==> config.mk <==
export PLATFORM = sky130hd
export DESIGN_NAME = tcm_axi_loader
export DESIGN_NICKNAME = d
export VERILOG_FILES = /design/src/rtl/tcm_pkg.sv /design/src/rtl/tcm_loader_fifo.sv /design/src/rtl/tcm_axi_loader.sv
export SDC_FILE = /design/constraint.sdc
export NUM_CORES = 2
export LEC_CHECK = 0
export BUFFER_PORTS_ARGS = -buffer_cell sky130_fd_sc_hd__buf_2
export CAP_MARGIN = 5
export CORE_ASPECT_RATIO = 0.9
export CORE_MARGIN = 4
export CORE_UTILIZATION = 50
export CTS_CLUSTER_SIZE = 25
export DETAILED_ROUTE_END_ITERATION = 7
export GPL_ROUTABILITY_DRIVEN = 0
export PLACE_DENSITY = 0.67
export REMOVE_ABC_BUFFERS = 1
export SYNTH_ARGS = -nofsm -noshare
export SYNTH_HDL_FRONTEND = slang
export SYNTH_SLANG_ARGS = --single-unit
==> constraint.sdc <==
create_clock -name clk -period 4.5 [get_ports clk]
set_input_delay 0.225 -clock clk [delete_from_list [all_inputs] [get_ports clk]]
set_output_delay 0.225 -clock clk [all_outputs]
set_load 0.01 [all_outputs]
==> src/rtl/tcm_pkg.sv <==
`default_nettype none
// ============================================================================
// Module  : tcm_pkg
// Brief   : Shared AXI constants and loader FSM encoding for the TCM loader.
// Revision: 1.0
// ============================================================================
package tcm_pkg;

    localparam logic [1:0] AXI_BURST_INCR = 2'b01;
    localparam logic [1:0] AXI_RESP_OKAY  = 2'b00;
    localparam int         AXI_4KB        = 4096;

    localparam logic [2:0] ST_IDLE = 3'd0;
    localparam logic [2:0] ST_CALC = 3'd1;
    localparam logic [2:0] ST_WAIT = 3'd2;
    localparam logic [2:0] ST_AW   = 3'd3;
    localparam logic [2:0] ST_W    = 3'd4;
    localparam logic [2:0] ST_B    = 3'd5;
    localparam logic [2:0] ST_DONE = 3'd6;

    typedef enum logic [2:0] {
        S_IDLE = ST_IDLE,
        S_CALC = ST_CALC,
        S_WAIT = ST_WAIT,
        S_AW   = ST_AW,
        S_W    = ST_W,
        S_B    = ST_B,
        S_DONE = ST_DONE
    } state_t;

endpackage
`default_nettype wire

==> src/rtl/tcm_loader_fifo.sv <==
`default_nettype none
// ============================================================================
// Module  : tcm_loader_fifo
// Brief   : Synchronous word FIFO with first-word-fall-through head.
// Revision: 1.0
// ============================================================================
module tcm_loader_fifo #(
    parameter int WIDTH = 32,
    parameter int DEPTH = 32
) (
    input  logic                   clk,
    input  logic                   rst_n,
    input  logic                   push,
    input  logic [WIDTH-1:0]       push_data,
    input  logic                   pop,
    output logic [WIDTH-1:0]       head,
    output logic [$clog2(DEPTH):0] count,
    output logic                   full,
    output logic                   empty
);
    localparam int c_PTR_W = $clog2(DEPTH);

    logic [WIDTH-1:0]   r_mem [DEPTH];
    logic [c_PTR_W-1:0] r_wr_ptr;
    logic [c_PTR_W-1:0] r_rd_ptr;
    logic [c_PTR_W:0]   r_count;
    logic               w_push;
    logic               w_pop;

    assign full   = (r_count == (c_PTR_W+1)'(DEPTH));
    assign empty  = (r_count == '0);
    assign count  = r_count;
    assign head   = r_mem[r_rd_ptr];
    assign w_push = push && !full;
    assign w_pop  = pop && !empty;

    // Storage carries no reset; pointers alone define what is valid.
    always_ff @(posedge clk) begin
        if (w_push) begin
            r_mem[r_wr_ptr] <= push_data;
        end
    end

    always_ff @(posedge clk or negedge rst_n) begin
        if (!rst_n) begin
            r_wr_ptr <= '0;
            r_rd_ptr <= '0;
            r_count  <= '0;
        end else begin
            if (w_push) begin
                r_wr_ptr <= r_wr_ptr + 1'b1;
            end
            if (w_pop) begin
                r_rd_ptr <= r_rd_ptr + 1'b1;
            end
            case ({w_push, w_pop})
                2'b10:   r_count <= r_count + 1'b1;
                2'b01:   r_count <= r_count - 1'b1;
                default: r_count <= r_count;
            endcase
        end
    end

endmodule
`default_nettype wire

==> src/rtl/tcm_axi_loader.sv <==
`default_nettype none
// ============================================================================
// Module  : tcm_axi_loader
// Brief   : Word stream to AXI4 INCR write bursts, split at MAX_BURST and 4KB.
// Revision: 1.0
// ============================================================================
module tcm_axi_loader
    import tcm_pkg::*;
#(
    parameter int         MAX_BURST  = 16,
    parameter int         FIFO_DEPTH = 32,
    parameter logic [3:0] AXI_ID     = 4'd0
) (
    input  logic        clk,
    input  logic        rst_n,
    input  logic        cfg_start_i,
    input  logic [31:0] cfg_addr_i,
    input  logic [15:0] cfg_len_i,
    input  logic        s_valid_i,
    input  logic [31:0] s_data_i,
    output logic        s_ready_o,
    output logic        busy_o,
    output logic        done_o,
    output logic        error_o,
    output logic        axi_awvalid_o,
    output logic [31:0] axi_awaddr_o,
    output logic [3:0]  axi_awid_o,
    output logic [7:0]  axi_awlen_o,
    output logic [1:0]  axi_awburst_o,
    input  logic        axi_awready_i,
    output logic        axi_wvalid_o,
    output logic [31:0] axi_wdata_o,
    output logic [3:0]  axi_wstrb_o,
    output logic        axi_wlast_o,
    input  logic        axi_wready_i,
    input  logic        axi_bvalid_i,
    input  logic [1:0]  axi_bresp_i,
    input  logic [3:0]  axi_bid_i,
    output logic        axi_bready_o
);
    localparam int c_CNT_W = $clog2(FIFO_DEPTH) + 1;

    state_t              r_state;
    state_t              w_next_state;
    logic [31:0]         r_addr;
    logic [15:0]         r_words_left;
    logic [15:0]         r_len;
    logic [15:0]         r_accepted;
    logic [8:0]          r_beats;
    logic [8:0]          r_beat;
    logic                r_busy;
    logic                r_done;
    logic                r_error;

    logic [c_CNT_W-1:0]  w_fifo_count;
    logic                w_fifo_full;
    logic                w_fifo_empty;
    logic [31:0]         w_fifo_head;
    logic                w_push;
    logic                w_pop;
    logic [12:0]         w_room_bytes;
    logic [10:0]         w_room_words;
    logic [16:0]         w_beats_calc;
    logic [8:0]          w_beats_m1;
    logic                w_last_beat;
    logic                w_unused;

    assign s_ready_o = r_busy && !w_fifo_full && (r_accepted != r_len);
    assign w_push    = s_valid_i && s_ready_o;
    assign w_pop     = axi_wvalid_o && axi_wready_i;

    tcm_loader_fifo #(
        .WIDTH (32),
        .DEPTH (FIFO_DEPTH)
    ) u_fifo (
        .clk       (clk),
        .rst_n     (rst_n),
        .push      (w_push),
        .push_data (s_data_i),
        .pop       (w_pop),
        .head      (w_fifo_head),
        .count     (w_fifo_count),
        .full      (w_fifo_full),
        .empty     (w_fifo_empty)
    );

    // Words left before the next 4KB page; addr is word aligned so [1:0] is zero.
    assign w_room_bytes = 13'(AXI_4KB) - {1'b0, r_addr[11:0]};
    assign w_room_words = w_room_bytes[12:2];

    always_comb begin
        w_beats_calc = 17'(MAX_BURST);
        if ({1'b0, r_words_left} < w_beats_calc) begin
            w_beats_calc = {1'b0, r_words_left};
        end
        if ({6'b0, w_room_words} < w_beats_calc) begin
            w_beats_calc = {6'b0, w_room_words};
        end
    end

    assign w_beats_m1  = r_beats - 9'd1;
    assign w_last_beat = (r_beat == w_beats_m1);

    always_comb begin
        w_next_state = r_state;
        case (r_state)
            S_IDLE: begin
                if (cfg_start_i) begin
                    w_next_state = (cfg_len_i == 16'd0) ? S_DONE : S_CALC;
                end
            end
            S_CALC: w_next_state = S_WAIT;
            S_WAIT: begin
                if (32'(w_fifo_count) >= 32'(r_beats)) begin
                    w_next_state = S_AW;
                end
            end
            S_AW: begin
                if (axi_awready_i) begin
                    w_next_state = S_W;
                end
            end
            S_W: begin
                if (w_pop && w_last_beat) begin
                    w_next_state = S_B;
                end
            end
            S_B: begin
                if (axi_bvalid_i) begin
                    w_next_state = (r_words_left == {7'b0, r_beats}) ? S_DONE : S_CALC;
                end
            end
            S_DONE:  w_next_state = S_IDLE;
            default: w_next_state = S_IDLE;
        endcase
    end

    always_ff @(posedge clk or negedge rst_n) begin
        if (!rst_n) begin
            r_state      <= S_IDLE;
            r_addr       <= '0;
            r_words_left <= '0;
            r_len        <= '0;
            r_accepted   <= '0;
            r_beats      <= '0;
            r_beat       <= '0;
            r_busy       <= 1'b0;
            r_done       <= 1'b0;
            r_error      <= 1'b0;
        end else begin
            r_state <= w_next_state;
            r_done  <= 1'b0;
            if (w_push) begin
                r_accepted <= r_accepted + 16'd1;
            end
            case (r_state)
                S_IDLE: begin
                    if (cfg_start_i) begin
                        r_addr       <= {cfg_addr_i[31:2], 2'b00};
                        r_words_left <= cfg_len_i;
                        r_len        <= cfg_len_i;
                        r_accepted   <= '0;
                        r_error      <= 1'b0;
                        r_busy       <= 1'b1;
                    end
                end
                S_CALC: r_beats <= w_beats_calc[8:0];
                S_AW: begin
                    if (axi_awready_i) begin
                        r_beat <= '0;
                    end
                end
                S_W: begin
                    if (w_pop) begin
                        r_beat <= r_beat + 9'd1;
                    end
                end
                S_B: begin
                    if (axi_bvalid_i) begin
                        r_error      <= r_error | (axi_bresp_i != AXI_RESP_OKAY);
                        r_addr       <= r_addr + {21'b0, r_beats, 2'b00};
                        r_words_left <= r_words_left - {7'b0, r_beats};
                    end
                end
                S_DONE: begin
                    r_done <= 1'b1;
                    r_busy <= 1'b0;
                end
                default: ;
            endcase
        end
    end

    assign busy_o  = r_busy;
    assign done_o  = r_done;
    assign error_o = r_error;

    // Payload is gated by its valid so every output reads zero while in reset or idle.
    assign axi_awvalid_o = (r_state == S_AW);
    assign axi_awaddr_o  = axi_awvalid_o ? r_addr : 32'd0;
    assign axi_awlen_o   = axi_awvalid_o ? w_beats_m1[7:0] : 8'd0;
    assign axi_awid_o    = axi_awvalid_o ? AXI_ID : 4'd0;
    assign axi_awburst_o = axi_awvalid_o ? AXI_BURST_INCR : 2'b00;
    assign axi_wvalid_o  = (r_state == S_W);
    assign axi_wdata_o   = axi_wvalid_o ? w_fifo_head : 32'd0;
    assign axi_wstrb_o   = axi_wvalid_o ? 4'hF : 4'h0;
    assign axi_wlast_o   = axi_wvalid_o && w_last_beat;
    assign axi_bready_o  = (r_state == S_B);

    assign w_unused = ^{axi_bid_i, cfg_addr_i[1:0], w_room_bytes[1:0],
                        w_beats_calc[16:9], w_beats_m1[8], w_fifo_empty};

endmodule
`default_nettype wire
==> results.py <==
metrics = {
    "outcome": {
        "status": "finished, final reports clean",
    },
    "route": {
        "wire_per_inst_um": 27.4,
        "drt_iter0_markers": 2888,
        "ant_nets": 0,
        "drcViolationCount": 0,
        "firstDrtPassIters": 5,
        "wl_um": 113000,
        "via_count": 25379,
        "vias_per_cell": 6.13,
    },
    "synth": {
        "netlist_area_mm2": 0.0472,
        "synth_top_area_share_pct": 65.1,
        "synth_cells": 2539,
        "avgSynthCellArea_um2": 18.6,
        "seq_area_frac_synth_pct": 71.4,
        "ys_ff_latch": 1142,
        "ys_warn_count": 0,
        "synthTopCellsByArea": "edfxtp_1 (65%), mux4_2 (15%), dfrtp_1 (6.3%)",
        "synth_area_leader_cell": "edfxtp_1",
        "synth_ff_type": "edfxtp_1",
        "synth-edff-count": 1024,
        "synth-async-reset-ratio_pct": 10.3,
        "ys_types": 76,
    },
    "clock_tree": {
        "clk_latency_ns": 0.69,
        "cts_resized": 0,
        "clk_pin_slew_ns": 0.06,
        "cts_tree": "done",
        "numCtsBuffers": 108,
        "htree_levels": 3,
        "clock-sinks": 1142,
        "clockRootBuffer": "clkbuf_16",
        "clock_path_buffers": 3,
    },
    "cells_and_area": {
        "nNetsFinal": 2951,
        "most-common-layout-cells": "edfxtp_1 (1024), mux4_2 (320), buf_2 (168)",
        "drive_above_1_share_pct": 26.7,
        "layout.cells.most_common": "edfxtp_1",
        "ff_latch_area_mm2": 0.0337,
        "fin_cells": 4143,
        "fillCellCount": 6725,
        "syn2layout_area_growth_pct": 14.6,
        "multi_input_area_mm2": 0.0129,
    },
    "global_routing": {
        "overflow": 0,
        "grtUsageTotal_pct": 22.9,
        "grt_pass1_wl_um": 170000,
        "antenna_found_initial": 3,
        "grt_max_degree": 76,
        "grt_pass1_vias": 26008,
    },
    "sta": {
        "fin_setup_tns_ns": 0,
        "worstMarginPinSlew_ns": 1.23,
        "layout_min_cycle_time_ns": 3.79,
        "max_slew_margin_pct": 17.6,
        "rsz0062_at_grt": "no",
        "max_freq_mhz": 264,
        "whs_ns": 0.0407,
        "slew_violations": 0,
        "setup_violations": 0,
        "finalHoldViolCount": 0,
        "finClkSkew_ns": 0.0742,
        "period_share_pct": 84.2,
    },
    "power": {
        "powerDensity_mw_per_mm2": 588,
        "ir_drop_v": 0.000341,
        "p_leak_nw": 18.1,
        "total_power_mw": 31.8,
    },
    "hold_path": {
        "min_path_cells": 1,
        "worstHoldStart": "s_data_i[23]",
        "min_to": "u_fifo.r_mem[2][23]$_DFFE_PP_",
        "hold_class": "input port to flip-flop",
    },
    "die": {
        "fp-row-count": 106,
        "core_area_mm2": 0.0932,
        "start_util_pct": 50.6,
        "die_h_um": 300,
        "io_pins": 183,
        "die_w_um": 332,
        "dieArea_mm2": 0.0994,
    },
    "worst_setup_path": {
        "r2r_slack_ns": 0.71,
        "r2r-start": "r_accepted[0]$_DFF_PN0_",
        "critPathMaxFanout": 23,
        "endpoint_kind": "flip-flop",
        "required_ns": 4.87,
        "crit_type": "flip-flop to flip-flop",
        "r2r_cells": 8,
        "arrival_ns": 4.15,
        "start_kind": "flip-flop",
        "regToRegEndpoint": "u_fifo.r_mem[21][9]$_DFFE_PP_",
    },
    "placement": {
        "dp_hpwl_um": 63500,
        "port-buffer-count": 169,
        "dpl.cell_count": 3883,
    },
    "flow_run": {
        "maxCapViolations": 0,
    },
}
==> state kept, by name, indices dropped and copies added, names as in the netlist, 5 cells and up <==
signal,flops
r_beats,9
r_beat,9
u_fifo.r_mem,1024
u_fifo.count,6
r_accepted,16
r_words_left,16
u_fifo.r_wr_ptr,5
r_len,16
r_addr,30
u_fifo.r_rd_ptr,5
==> area by class of cell <==
type                            count  share of cell area [%]
Clock buffer                      144                    5.51
Multi-Input combinational cell   1201                    23.9
Inverter                           64                   0.444
Clock inverter                     58                    1.19
Antenna cell                        3                  0.0139
Tap cell                         1242                    2.87
Timing Repair Buffer              289                    3.74
Sequential cell                  1142                    62.3
==> where the power goes <==
part | switching (mW) | total (mW) | leakage [nW] | internal, mW
registers | 0.996 | 13.5 | 10.7 | 12.5
logic | 4.73 | 9.07 | 5.66 | 4.34
clock network | 3.91 | 9.21 | 1.77 | 5.30
==> cell usage after synthesis, types with 9 or more instances <==
master,count
nand2_1,129
nand3_1,64
nand4_1,24
a211oi_1,10
clkbuf_1,76
and3_1,16
buf_2,40
nor2b_1,9
and2_1,34
nor2_1,126
xor2_1,30
edfxtp_1,1024
ha_1,49
mux4_2,320
nor3_1,22
dfrtp_1,118
a21oi_1,57
xnor2_1,47
buf_4,14
o21ai_0,42
buf_1,13
inv_1,64
o21ai_1,34
a21o_1,11
or3_1,9
nor4_1,10
==> worst max-delay path, cell delays in order (launching register included) <==
cell       delay (ns)
dfrtp_1          0.45
xnor2_1          0.16
nand4_1          0.10
nor4_1           0.11
a2111oi_4        0.35
buf_4            0.33
nand2_1          0.48
nor2_4           1.11
buf_4            0.41
==> layer usage <==
metal | up-vias | wire length [um] | track usage [%]
met4 | 0 | 2780 | 6.12
met5 | - | 0 | 0
met2 | 1235 | 55200 | 37.1
met1 | 13221 | 45400 | 32.4
li1 | 10751 | - | -
met3 | 172 | 10100 | 4.40
==> how the worst max path moves through the flow <==
stage	from	to	slack [ns]
2_1_floorplan	u_fifo.r_rd_ptr[0]$_DFFE_PN0P_	axi_wdata_o[0]	-6.85
3_3_place_gp	r_accepted[10]$_DFF_PN0_	u_fifo.r_mem[21][19]$_DFFE_PP_	0.71
3_5_place_dp	r_accepted[10]$_DFF_PN0_	u_fifo.r_mem[21][9]$_DFFE_PP_	0.68
4_1_cts	u_fifo.r_rd_ptr[0]$_DFFE_PN0P_	axi_wdata_o[15]	0.64
5_1_grt	u_fifo.r_rd_ptr[0]$_DFFE_PN0P_	axi_wdata_o[15]	0.55
6_report	r_accepted[0]$_DFF_PN0_	u_fifo.r_mem[21][9]$_DFFE_PP_	0.71
==> cells by family (layout without fill, tap and decap cells) <==
group	count (synthesis)	after routing	synth area share, %
flip-flops	1142	1142	71.4
AND/OR/NAND/NOR	482	482	4.93
multiplexers	328	328	15.4
AO/OA/AOI/OAI	249	249	3.50
buffers and inverters	207	555	1.86
XOR/XNOR	77	77	1.43
adder cells (fa/ha/maj)	52	52	1.43
other	2	16	0.0159
==> metrics by stage <==
step                      setup slack (ns)  area, um2  utilization (%)
after global routing                 0.545      54100             58.0
final                                0.713      54100             58.0
after CTS                            0.635      54100             58.0
after global placement               0.714      49900             53.5
after floorplan                      -6.85      46600                -
after detailed placement             0.678      49900             53.5
==> what timing repair did <==
item | in CTS | in global routing
hold endpoints to repair | 399 | 0
setup buffers | 0 | 0
hold buffers | 55 | 0
Note: power is estimated with default switching activity, not from simulation.
